===== src/rtl/pe_mac_core_pkg.sv =====
// Shared definitions for the PE MAC core: default geometry, the config word
// and the controller state encoding.
package pe_core_cfg;

    localparam int LANES_DEF   = 4;
    localparam int IN_CH_DEF   = 2;
    localparam int DWD_DEF     = 8;
    localparam int PSUMDWD_DEF = 16;
    localparam int KDEPTH_DEF  = 8;
    localparam int WINWD_DEF   = 8;

    localparam int KW = $clog2(KDEPTH_DEF + 1);

    typedef struct packed {
        logic [KW-1:0]        k;
        logic                 is_signed;
        logic                 sat;
        logic [WINWD_DEF-1:0] windows;
    } PECoreConf;

    typedef enum logic [1:0] {
        IDLE    = 2'd0,
        LOADW   = 2'd1,
        COMPUTE = 2'd2,
        DRAIN   = 2'd3
    } pe_state_e;

endpackage


===== src/rtl/pe_mac_core_lane.sv =====
// One MAC lane: registered product, extended accumulate, saturate/wrap clamp
// and a sticky per-window overflow flag.
module pe_mac_lane #(
    parameter int DWD     = 8,
    parameter int PSUMDWD = 16
) (
    input  logic               i_clk,
    input  logic               i_rst,
    input  logic               i_mul_en,
    input  logic               i_acc_en,
    input  logic               i_acc_clr,
    input  logic               i_is_signed,
    input  logic               i_sat,
    input  logic [DWD-1:0]     i_weight,
    input  logic [DWD-1:0]     i_input,
    output logic [PSUMDWD-1:0] o_acc_next,
    output logic               o_ovf_next
);

    localparam int PW = 2 * DWD;
    localparam int SW = PSUMDWD + 1;

    localparam logic [PSUMDWD-1:0] S_MAX = {1'b0, {(PSUMDWD-1){1'b1}}};
    localparam logic [PSUMDWD-1:0] S_MIN = {1'b1, {(PSUMDWD-1){1'b0}}};
    localparam logic [PSUMDWD-1:0] U_MAX = {PSUMDWD{1'b1}};

    logic signed [DWD:0]  w_ext, x_ext;
    logic signed [PW-1:0] prod_full;
    logic [PW-1:0]        prod_q, prod_d;
    logic [PSUMDWD-1:0]   acc_q, acc_d, acc_base;
    logic                 ovf_q, ovf_d, ovf_now;
    logic [SW-1:0]        prod_x, acc_x, sum;

    always_comb begin
        w_ext     = {i_is_signed & i_weight[DWD-1], i_weight};
        x_ext     = {i_is_signed & i_input[DWD-1], i_input};
        prod_full = PW'(w_ext) * PW'(x_ext);
        prod_d    = i_mul_en ? prod_full : prod_q;

        acc_base = i_acc_clr ? '0 : acc_q;
        prod_x   = {{(SW-PW){i_is_signed & prod_q[PW-1]}}, prod_q};
        acc_x    = {i_is_signed & acc_base[PSUMDWD-1], acc_base};
        sum      = acc_x + prod_x;

        // One guard bit is enough: both addends already fit the psum range.
        ovf_now = i_is_signed ? (sum[SW-1] != sum[SW-2]) : sum[SW-1];

        if (ovf_now && i_sat) begin
            o_acc_next = !i_is_signed ? U_MAX : (sum[SW-1] ? S_MIN : S_MAX);
        end else begin
            o_acc_next = sum[PSUMDWD-1:0];
        end
        o_ovf_next = (i_acc_clr ? 1'b0 : ovf_q) | ovf_now;

        acc_d = i_acc_en ? o_acc_next : acc_q;
        ovf_d = i_acc_en ? o_ovf_next : ovf_q;
    end

    always_ff @(posedge i_clk) begin
        if (i_rst) begin
            prod_q <= '0;
            acc_q  <= '0;
            ovf_q  <= 1'b0;
        end else begin
            prod_q <= prod_d;
            acc_q  <= acc_d;
            ovf_q  <= ovf_d;
        end
    end

endmodule


===== src/rtl/pe_mac_core.sv =====
// Multi-lane MAC processing element: loads a resident weight pad, then runs
// one or more windows of k taps, returning a psum vector per window.
module pe_mac_core
    import pe_core_cfg::*;
#(
    parameter int LANES   = LANES_DEF,
    parameter int IN_CH   = IN_CH_DEF,
    parameter int DWD     = DWD_DEF,
    parameter int PSUMDWD = PSUMDWD_DEF,
    parameter int KDEPTH  = KDEPTH_DEF,
    parameter int WINWD   = WINWD_DEF
) (
    input  logic                            i_clk,
    input  logic                            i_rst,
    input  logic                            Conf_rdy,
    output logic                            Conf_ack,
    input  PECoreConf                       i_conf,
    input  logic                            Weight_rdy,
    output logic                            Weight_ack,
    input  logic [LANES-1:0][DWD-1:0]       i_Weight,
    input  logic                            Input_rdy,
    output logic                            Input_ack,
    input  logic [IN_CH-1:0][DWD-1:0]       i_Input,
    output logic                            Psum_rdy,
    input  logic                            Psum_ack,
    output logic [LANES-1:0][PSUMDWD-1:0]   o_Psum,
    output logic [LANES-1:0]                o_ovf,
    output logic                            o_busy
);

    localparam int GRP = LANES / IN_CH;
    localparam int AW  = (KDEPTH > 1) ? $clog2(KDEPTH) : 1;

    pe_state_e state_q, state_d;
    logic [KW-1:0]    tap_q, tap_d, k_q, k_d;
    logic             is_signed_q, is_signed_d, sat_q, sat_d;
    logic [WINWD-1:0] windows_q, windows_d, win_done_q, win_done_d, win_next;
    logic             conf_ack_q, conf_ack_d, weight_ack_q, weight_ack_d;
    logic             input_ack_q, input_ack_d, psum_rdy_q, psum_rdy_d;
    logic             busy_q, busy_d;
    logic             mul_valid_q, mul_valid_d, mul_first_q, mul_first_d;
    logic             mul_last_q, mul_last_d;
    logic [LANES-1:0][PSUMDWD-1:0] psum_q, psum_d, acc_next;
    logic [LANES-1:0] ovf_q, ovf_d, ovf_next;
    logic [LANES-1:0][DWD-1:0] pad_q [KDEPTH];
    logic [LANES-1:0][DWD-1:0] pad_d [KDEPTH];
    logic [AW-1:0]    tap_addr;
    logic             tap_last, input_xfer;

    assign tap_addr   = tap_q[AW-1:0];
    assign tap_last   = (tap_q == k_q - KW'(1));
    assign input_xfer = Input_rdy && input_ack_q;
    assign win_next   = win_done_q + WINWD'(1);

    always_comb begin
        state_d     = state_q;
        tap_d       = tap_q;
        k_d         = k_q;
        is_signed_d = is_signed_q;
        sat_d       = sat_q;
        windows_d   = windows_q;
        win_done_d  = win_done_q;
        pad_d       = pad_q;
        mul_valid_d = 1'b0;
        mul_first_d = 1'b0;
        mul_last_d  = 1'b0;
        psum_d      = psum_q;
        ovf_d       = ovf_q;
        psum_rdy_d  = psum_rdy_q;

        case (state_q)
            IDLE: begin
                if (Conf_rdy && conf_ack_q) begin
                    k_d         = (i_conf.k == '0) ? KW'(KDEPTH) : i_conf.k;
                    is_signed_d = i_conf.is_signed;
                    sat_d       = i_conf.sat;
                    windows_d   = i_conf.windows;
                    win_done_d  = '0;
                    tap_d       = '0;
                    state_d     = LOADW;
                end
            end
            LOADW: begin
                if (Weight_rdy && weight_ack_q) begin
                    pad_d[tap_addr] = i_Weight;
                    tap_d   = tap_last ? '0 : tap_q + KW'(1);
                    state_d = tap_last ? COMPUTE : LOADW;
                end
            end
            COMPUTE: begin
                if (input_xfer) begin
                    mul_valid_d = 1'b1;
                    mul_first_d = (tap_q == '0);
                    mul_last_d  = tap_last;
                    tap_d       = tap_last ? '0 : tap_q + KW'(1);
                    state_d     = tap_last ? DRAIN : COMPUTE;
                end
            end
            DRAIN: begin
                if (psum_rdy_q && Psum_ack) begin
                    psum_rdy_d = 1'b0;
                    win_done_d = win_next;
                    // windows==0 wraps the counter back to 0 after 2^WINWD windows.
                    state_d    = (win_next == windows_q) ? IDLE : COMPUTE;
                end
            end
            default: state_d = IDLE;
        endcase

        if (mul_valid_q && mul_last_q) begin
            psum_d     = acc_next;
            ovf_d      = ovf_next;
            psum_rdy_d = 1'b1;
        end

        conf_ack_d   = (state_d == IDLE);
        weight_ack_d = (state_d == LOADW);
        input_ack_d  = (state_d == COMPUTE);
        busy_d       = (state_d != IDLE);
    end

    always_ff @(posedge i_clk) begin
        if (i_rst) begin
            state_q      <= IDLE;
            tap_q        <= '0;
            k_q          <= '0;
            is_signed_q  <= 1'b0;
            sat_q        <= 1'b0;
            windows_q    <= '0;
            win_done_q   <= '0;
            conf_ack_q   <= 1'b1;
            weight_ack_q <= 1'b0;
            input_ack_q  <= 1'b0;
            psum_rdy_q   <= 1'b0;
            busy_q       <= 1'b0;
            mul_valid_q  <= 1'b0;
            mul_first_q  <= 1'b0;
            mul_last_q   <= 1'b0;
            psum_q       <= '0;
            ovf_q        <= '0;
        end else begin
            state_q      <= state_d;
            tap_q        <= tap_d;
            k_q          <= k_d;
            is_signed_q  <= is_signed_d;
            sat_q        <= sat_d;
            windows_q    <= windows_d;
            win_done_q   <= win_done_d;
            conf_ack_q   <= conf_ack_d;
            weight_ack_q <= weight_ack_d;
            input_ack_q  <= input_ack_d;
            psum_rdy_q   <= psum_rdy_d;
            busy_q       <= busy_d;
            mul_valid_q  <= mul_valid_d;
            mul_first_q  <= mul_first_d;
            mul_last_q   <= mul_last_d;
            psum_q       <= psum_d;
            ovf_q        <= ovf_d;
        end
    end

    // Weight contents need no reset: every run reloads the pad before computing.
    always_ff @(posedge i_clk) begin
        pad_q <= pad_d;
    end

    for (genvar l = 0; l < LANES; l++) begin : g_lane
        pe_mac_lane #(
            .DWD     (DWD),
            .PSUMDWD (PSUMDWD)
        ) u_lane (
            .i_clk       (i_clk),
            .i_rst       (i_rst),
            .i_mul_en    (input_xfer),
            .i_acc_en    (mul_valid_q),
            .i_acc_clr   (mul_first_q),
            .i_is_signed (is_signed_q),
            .i_sat       (sat_q),
            .i_weight    (pad_q[tap_addr][l]),
            .i_input     (i_Input[l / GRP]),
            .o_acc_next  (acc_next[l]),
            .o_ovf_next  (ovf_next[l])
        );
    end

    assign Conf_ack   = conf_ack_q;
    assign Weight_ack = weight_ack_q;
    assign Input_ack  = input_ack_q;
    assign Psum_rdy   = psum_rdy_q;
    assign o_Psum     = psum_q;
    assign o_ovf      = ovf_q;
    assign o_busy     = busy_q;

endmodule


===== config.mk =====
export PLATFORM = sky130hd
export DESIGN_NAME = pe_mac_core
export DESIGN_NICKNAME = d
export VERILOG_FILES = /design/src/rtl/pe_mac_core_pkg.sv /design/src/rtl/pe_mac_core_lane.sv /design/src/rtl/pe_mac_core.sv
export SDC_FILE = /design/constraint.sdc
export NUM_CORES = 2
export LEC_CHECK = 0
export BUFFER_PORTS_ARGS = -buffer_cell sky130_fd_sc_hd__buf_2
export CORE_MARGIN = 5
export CORE_UTILIZATION = 47
export DETAILED_ROUTE_END_ITERATION = 12
export PLACE_DENSITY = 0.66
export REMOVE_ABC_BUFFERS = 1
export SYNTH_ARGS = -nofsm -noshare
export SYNTH_HDL_FRONTEND = slang
export SYNTH_SLANG_ARGS = --single-unit

===== constraint.sdc =====
create_clock -name i_clk -period 6.7 [get_ports i_clk]
set_input_delay 0 -clock i_clk [delete_from_list [all_inputs] [get_ports i_clk]]
set_output_delay 0 -clock i_clk [all_outputs]
set_load 0.1 [all_outputs]

* Word-level counts from Yosys, hierarchy flattened
Cells that the tools add are included.
** Storage, ports and cells
- Memories :: 0
- Memory bits (writable) :: 0
- Register bits after elaboration :: 492
- Word-level logic and storage cells :: 190
- ROM bits :: 0
- Output and inout bits :: 73
- Bits in latches :: 0
** Cells by class
- Multiplexer cells :: 51
- Bitwise logic cells :: 21
- Reduce and logical (&&, ||, !) cells :: 26
- Divide/modulo/power cells :: 0
- $add $sub $neg :: 7
- Magnitude comparators :: 2
- Equality and inequality tests :: 15
- Multipliers :: 4
- Shifts and indexed selects :: 0
** Operators by type and width (count)
- 256-bit bitwise mux :: 1
- 16-bit 2-to-1 mux :: 16
- 32-bit binary-select mux with 3-bit select :: 1
- 32-bit demux with 3-bit select :: 1
- 32-bit 2-to-1 mux :: 3
- 17-bit adder :: 4
- 9-bit by 9-bit multiplier with 16-bit output :: 4
- 4-bit 2-to-1 mux :: 5
- 8-bit 2-to-1 mux :: 2
- 8-bit one-hot mux with 2 select lines :: 1
- 1-bit AND :: 14
- 1-bit 2-to-1 mux :: 13
- 2-bit 2-to-1 mux :: 6
- 4-bit one-hot mux with 3 select lines :: 1
- 1-bit logical AND :: 10
- 8-bit by 1-bit adder with 8-bit output, second input constant :: 1
- 8-bit == test :: 1
- 4-bit logical NOT :: 2
- 2-bit one-hot mux with 4 select lines :: 1
- 2-bit nonzero test :: 4
- 2-bit == test, second input constant :: 3
- 2-bit != test, second input constant :: 3
- 2-bit AND reduction :: 3
- 4-bit by 1-bit adder with 4-bit output, second input constant :: 1
- 16 further kinds :: 25

* Longest topological paths before layout
- Word-level depth :: 7
- Mapped depth :: 27
- Depth with buffers taken out :: 23

* By module
A second synthesis with hierarchy kept.
** Second synthesis, totals
- Cells, all modules :: 3330
- Area, all modules :: 33460.8 um^2
** By module, submodules not included
- pe_mac_core :: cells an instance 994, area each 13242.7 um^2, times used 1, seq. area each 9769.4 um^2
- pe_mac_lane at g_lane[2].u_lane :: cells an instance 596, area each 5132.4 um^2, times used 1, seq. area each 660.6 um^2
- pe_mac_lane at g_lane[0].u_lane :: cells an instance 590, area each 5094.9 um^2, times used 1, seq. area each 660.6 um^2
- pe_mac_lane at g_lane[3].u_lane :: cells an instance 584, area each 5011.1 um^2, times used 1, seq. area each 660.6 um^2
- pe_mac_lane at g_lane[1].u_lane :: cells an instance 566, area each 4979.8 um^2, times used 1, seq. area each 660.6 um^2

* Worst setup path after synthesis
OpenSTA, ideal clock, no wires.
- Kind :: register to register
- From :: reg tap_q[2]
- To :: reg g_lane[3].u_lane.prod_q[15]
- Library setup time :: 0.062 ns
- Data required time :: 6.638 ns
- Data arrival time :: 6.389 ns
- Path slack :: 0.249 ns
- Cell stages (with the launch flop) :: 26
- Cell sequence :: dfxtp_1 buf_1 and3_1 buf_1 buf_1 a22oi_1 nand4_1 nand2_1 fa_1 fa_1 inv_1 ha_1 inv_1 fa_1 inv_1 ha_1 ha_1 fa_1 a21o_1 a21oi_1 o21bai_1 a2111oi_0 nor3_1 a31o_2 or4_1 nand3_1
** On the way
- Cells in the longest elaborated chain, start to end :: 6
** Ends and longest elaborated chain
- start: declaration :: line pe_mac_core.sv:35 : logic [KW-1:0] tap_q, tap_d, k_q, k_d;
- start signal: assignment :: line pe_mac_core.sv:143 : tap_q <= tap_d;
- 3-bit NOT with 4-bit output (implied by the code) (*) :: line pe_mac_core.sv:179 : .i_weight (pad_q[tap_addr][l]),
- 32-bit binary-select mux with 3-bit select (*) :: line pe_mac_core.sv:179
- 32-bit 2-to-1 mux (implied by the code) (*) (2 in a row) :: line pe_mac_core.sv:179
- 1-bit AND :: line pe_mac_core_lane.sv:35 : w_ext = {i_is_signed & i_weight[DWD-1], i_weight};
- 9-bit by 9-bit multiplier with 16-bit output (*) :: line pe_mac_core_lane.sv:37 : prod_full = PW'(w_ext) * PW'(x_ext);
- end signal: assignment :: line pe_mac_core_lane.sv:65 : prod_q <= prod_d;
- end: declaration :: line pe_mac_core_lane.sv:29 : logic [PW-1:0] prod_q, prod_d;
Mark *: on every way between the ends. The rest lies on a longest branch, timed or not. The select of a mux whose other input is x is not followed.
A chain may end at the register's enable or synchronous reset.

* Worst setup path in the final report
- From :: reg tap_q[1]
- To :: reg g_lane[3].u_lane.prod_q[15]
Same word-level chain as after synthesis.

==> flow_metrics.py <==
metrics = {
    "worst_hold_path": {
        "hold_class": "input pin to flip-flop",
    },
    "placed_design": {
        "place.gp.congestion": 0.840,
        "place_ws_ps": 213,
        "place_hpwl_um": 55400,
        "dp_cells": 4175,
        "port_buffers": 140,
    },
    "worst_setup_path": {
        "start_kind": "flip-flop",
        "cp.required_ps": 7230,
        "worst-setup-path-type": "flip-flop to flip-flop",
        "arrival_ps": 6940,
        "r2r_slack_ps": 290,
        "critPathMaxFanout": 20,
        "crit_path_end_kind": "flip-flop",
    },
    "power_and_ir_drop": {
        "powerDensity_mw_per_mm2": 453,
        "intPower_mw": 9.56,
        "seqPwrFrac_pct": 20.9,
        "p_leak_nw": 15.4,
        "p_sw_mw": 7.13,
        "switching_share_pct": 42.7,
        "max-vdd-ir-drop_uv": 359,
        "clockPowerShare_pct": 18.0,
        "comb_power_share_pct": 61.1,
        "power_mw": 16.7,
    },
    "outcome": {
        "status": "complete, no violations",
    },
    "drt": {
        "via_per_inst": 5.41,
        "first_pass_iters": 5,
        "wl_per_cell_um": 18.1,
        "route.detailed.drc": 0,
        "vias": 23500,
        "wl_um": 78500,
        "drt_iter0_drc": 1429,
        "ant_nets": 0,
    },
    "synth": {
        "yosysTopAreaCell": "edfxtp_1",
        "avgSynthCellArea_sq_um": 10.1,
        "synth_common_cells": "nand2_1 (344), inv_1 (339), edfxtp_1 (256), fa_1 (256), dfxtp_1 (236)",
        "ys_seq_area_share_pct": 38.2,
        "synth_most_common_cell": "nand2_1",
        "synth_cell_types": 81,
        "ys.warnings.count": 0,
        "synth_area_sq_mm": 0.0325,
        "synth_ff_type": "edfxtp_1",
        "synth_top_area_share_pct": 23.7,
        "netlist_top_cells_area": "edfxtp_1 (24%), fa_1 (16%), dfxtp_1 (15%), ha_1 (7.9%), nand2_1 (4.0%)",
        "syn_inst": 3201,
        "synth_edf_count": 256,
        "synth-seq-cells": 492,
        "synthArstFlopShare_pct": 0,
    },
    "cts": {
        "clockBufferDepth": 3,
        "clk_pin_slew_worst_paths_ps": 60,
        "cts-root-buf": "clkbuf_16",
        "numCtsBuffers": 52,
        "cts.sinks": 492,
        "cts_tree": "built",
        "htreeDepth": 2,
        "clock_latency_ps": 610,
    },
    "floorplan": {
        "rows": 96,
        "die_area_sq_mm": 0.0744,
        "die_w_um": 273,
        "die_y_um": 273,
        "pin_count": 141,
        "start_util_pct": 47.3,
        "core_area_sq_mm": 0.0686,
    },
    "cells_and_area": {
        "area_delta_synth_final_pct": 13.3,
        "fin_cells": 4345,
        "fin_nets": 3896,
        "n_fill_cell": 6057,
        "multi_input_comb_area_sq_mm": 0.0183,
        "final_util_pct": 53.6,
        "drive_above_1_share_pct": 10.2,
        "regArea_sq_mm": 0.0124,
    },
    "timing": {
        "maxSlewViolCount": 0,
        "rsz0062_at_grt": "yes",
        "fin_crit_ps": 6410,
        "tightestPinTransition_ps": 1170,
        "setup_violations": 0,
        "fin_worst_skew_ps": 27.9,
        "fmax_ghz": 0.156,
        "period_share_pct": 95.7,
        "relSlewSlack_pct": 21.9,
        "fin_ws_ps": 290,
        "hold_viol_final": 0,
        "setup_tns_ps": 0,
    },
    "global_route": {
        "grtUsageTotal_pct": 20.8,
        "grt_pass1_vias": 23200,
        "antenna_found_initial": 4,
        "grt_max_degree": 76,
        "grt-ovfl-total": 0,
        "grt_pass1_wl_um": 127000,
    },
    "job": {
        "maxCapViolations": 0,
    },
}
## state kept, by name, indices dropped and copies added (netlist names), 2 cells and up
| name | flops |
|---|---|
| tap_q | 4 |
| k_q | 4 |
| o_ovf | 4 |
| state_q | 2 |
| o_Psum | 64 |
| win_done_q | 8 |
| g_lane.u_lane.prod_q | 64 |
| g_lane.u_lane.ovf_q | 4 |
| pad_q | 256 |
| windows_q | 8 |
| g_lane.u_lane.acc_q | 64 |
## power groups by stage
| stage | Sequential [mW] | Combinational, mW | Clock, mW |
|---|---|---|---|
| CTS | 3.48 | 10.3 | 3.06 |
| floorplan | 3.56 | 7.76 | 0 |
| global route | 3.50 | 11.9 | 3.20 |
| detailed placement | 3.54 | 10.1 | 0 |
| global placement | 3.54 | 9.96 | 0 |
| finish | 3.48 | 10.2 | 3.00 |
## worst paths after layout
kind,startpoint,end,cells after the start
setup / recovery,tap_q[1],g_lane[3].u_lane.prod_q[15],24
hold / removal,i_Input[8],g_lane[3].u_lane.prod_q[0],5
setup reg to reg,tap_q[1],g_lane[3].u_lane.prod_q[15],24
hold reg to reg,g_lane[1].u_lane.ovf_q,g_lane[1].u_lane.ovf_q,2
## logic make-up (layout without fill, tap and decap cells)
family / count (synthesis) / in the layout / synth area share [%]
compound gates: 634 / 634 / 13.7
xor+xnor: 131 / 131 / 3.64
fa+ha+maj: 461 / 461 / 23.7
buf+inv: 497 / 707 / 5.86
flops: 492 / 492 / 38.2
mux: 15 / 15 / 0.513
other cells: 0 / 3 / 0
simple gates: 971 / 971 / 14.3
## metrics by stage
step | hold slack, ps | area, sq um
3_5_place_dp | 238 | 34300
4_1_cts | 6.57 | 36800
6_report | 31.4 | 36800
3_3_place_gp | 228 | 34300
2_1_floorplan | 69.1 | 31800
5_1_grt | 90.9 | 36800
## critical path, stage by stage (launching register included)
cell and delay, ps:
dfxtp_1 500, and3_1 320, buf_4 340, a22oi_1 150
nand4_1 100, buf_4 180, nand2_1 80, fa_1 480
fa_1 540, inv_1 60, ha_1 270, inv_1 40
fa_1 470, inv_1 40, ha_1 270, ha_1 220
fa_1 460, a21o_1 170, a21oi_1 200, o21bai_1 110
a2111oi_0 420, nor3_1 150, a31o_2 270, or4_1 400
nand3_1 90
## final cells by class
cell class,count,area share [%]
Multi-Input combinational cell,2212,49.6
Sequential cell,492,33.8
Timing Repair Buffer,269,5.07
Clock buffer,66,3.87
Inverter,340,3.47
Tap cell,931,3.17
Clock inverter,32,1.04
Antenna cell,3,0.0204
## cell usage in the layout, fill, tap and decap left out, types with 6 or more instances in the layout
cell type and instances:
a211oi_1 79, a21o_1 34, a21oi_1 154, a22oi_1 127, a311oi_1 60, a31oi_1 15
and2_1 95, and3_1 12, buf_2 139, buf_4 60, bufinv_16 7, clkbuf_1 8
clkbuf_16 53, clkinv_2 8, dfxtp_1 233, dlygate4sd3_1 68, edfxtp_1 256, fa_1 256
ha_1 205, inv_1 339, mux2i_1 10, nand2_1 343, nand2b_1 31, nand3_1 47
nand4_1 37, nor2_1 211, nor2b_1 92, nor3_1 30, nor4_1 6, nor4b_1 9
o211ai_1 10, o21a_1 12, o21ai_0 65, o21bai_1 15, or2_2 11, or3_1 6
xnor2_1 88, xor2_1 40
## layer usage
layer	track usage, %	vias to the layer above	routed length [um]
li1	-	11400	-
met1	30.1	11400	36200
met2	34.0	618	36500
met3	2.76	84	4470
met4	4.15	0	1280
met5	0	-	0
## repair_timing
item,CTS,global route
hold buffers,68,0
endpoints found under the setup margin,0,4
setup buffers,0,1
gates resized for setup,0,3
endpoints found under the hold margin,302,0
No activity file was read; power rests on OpenSTA's default activity.
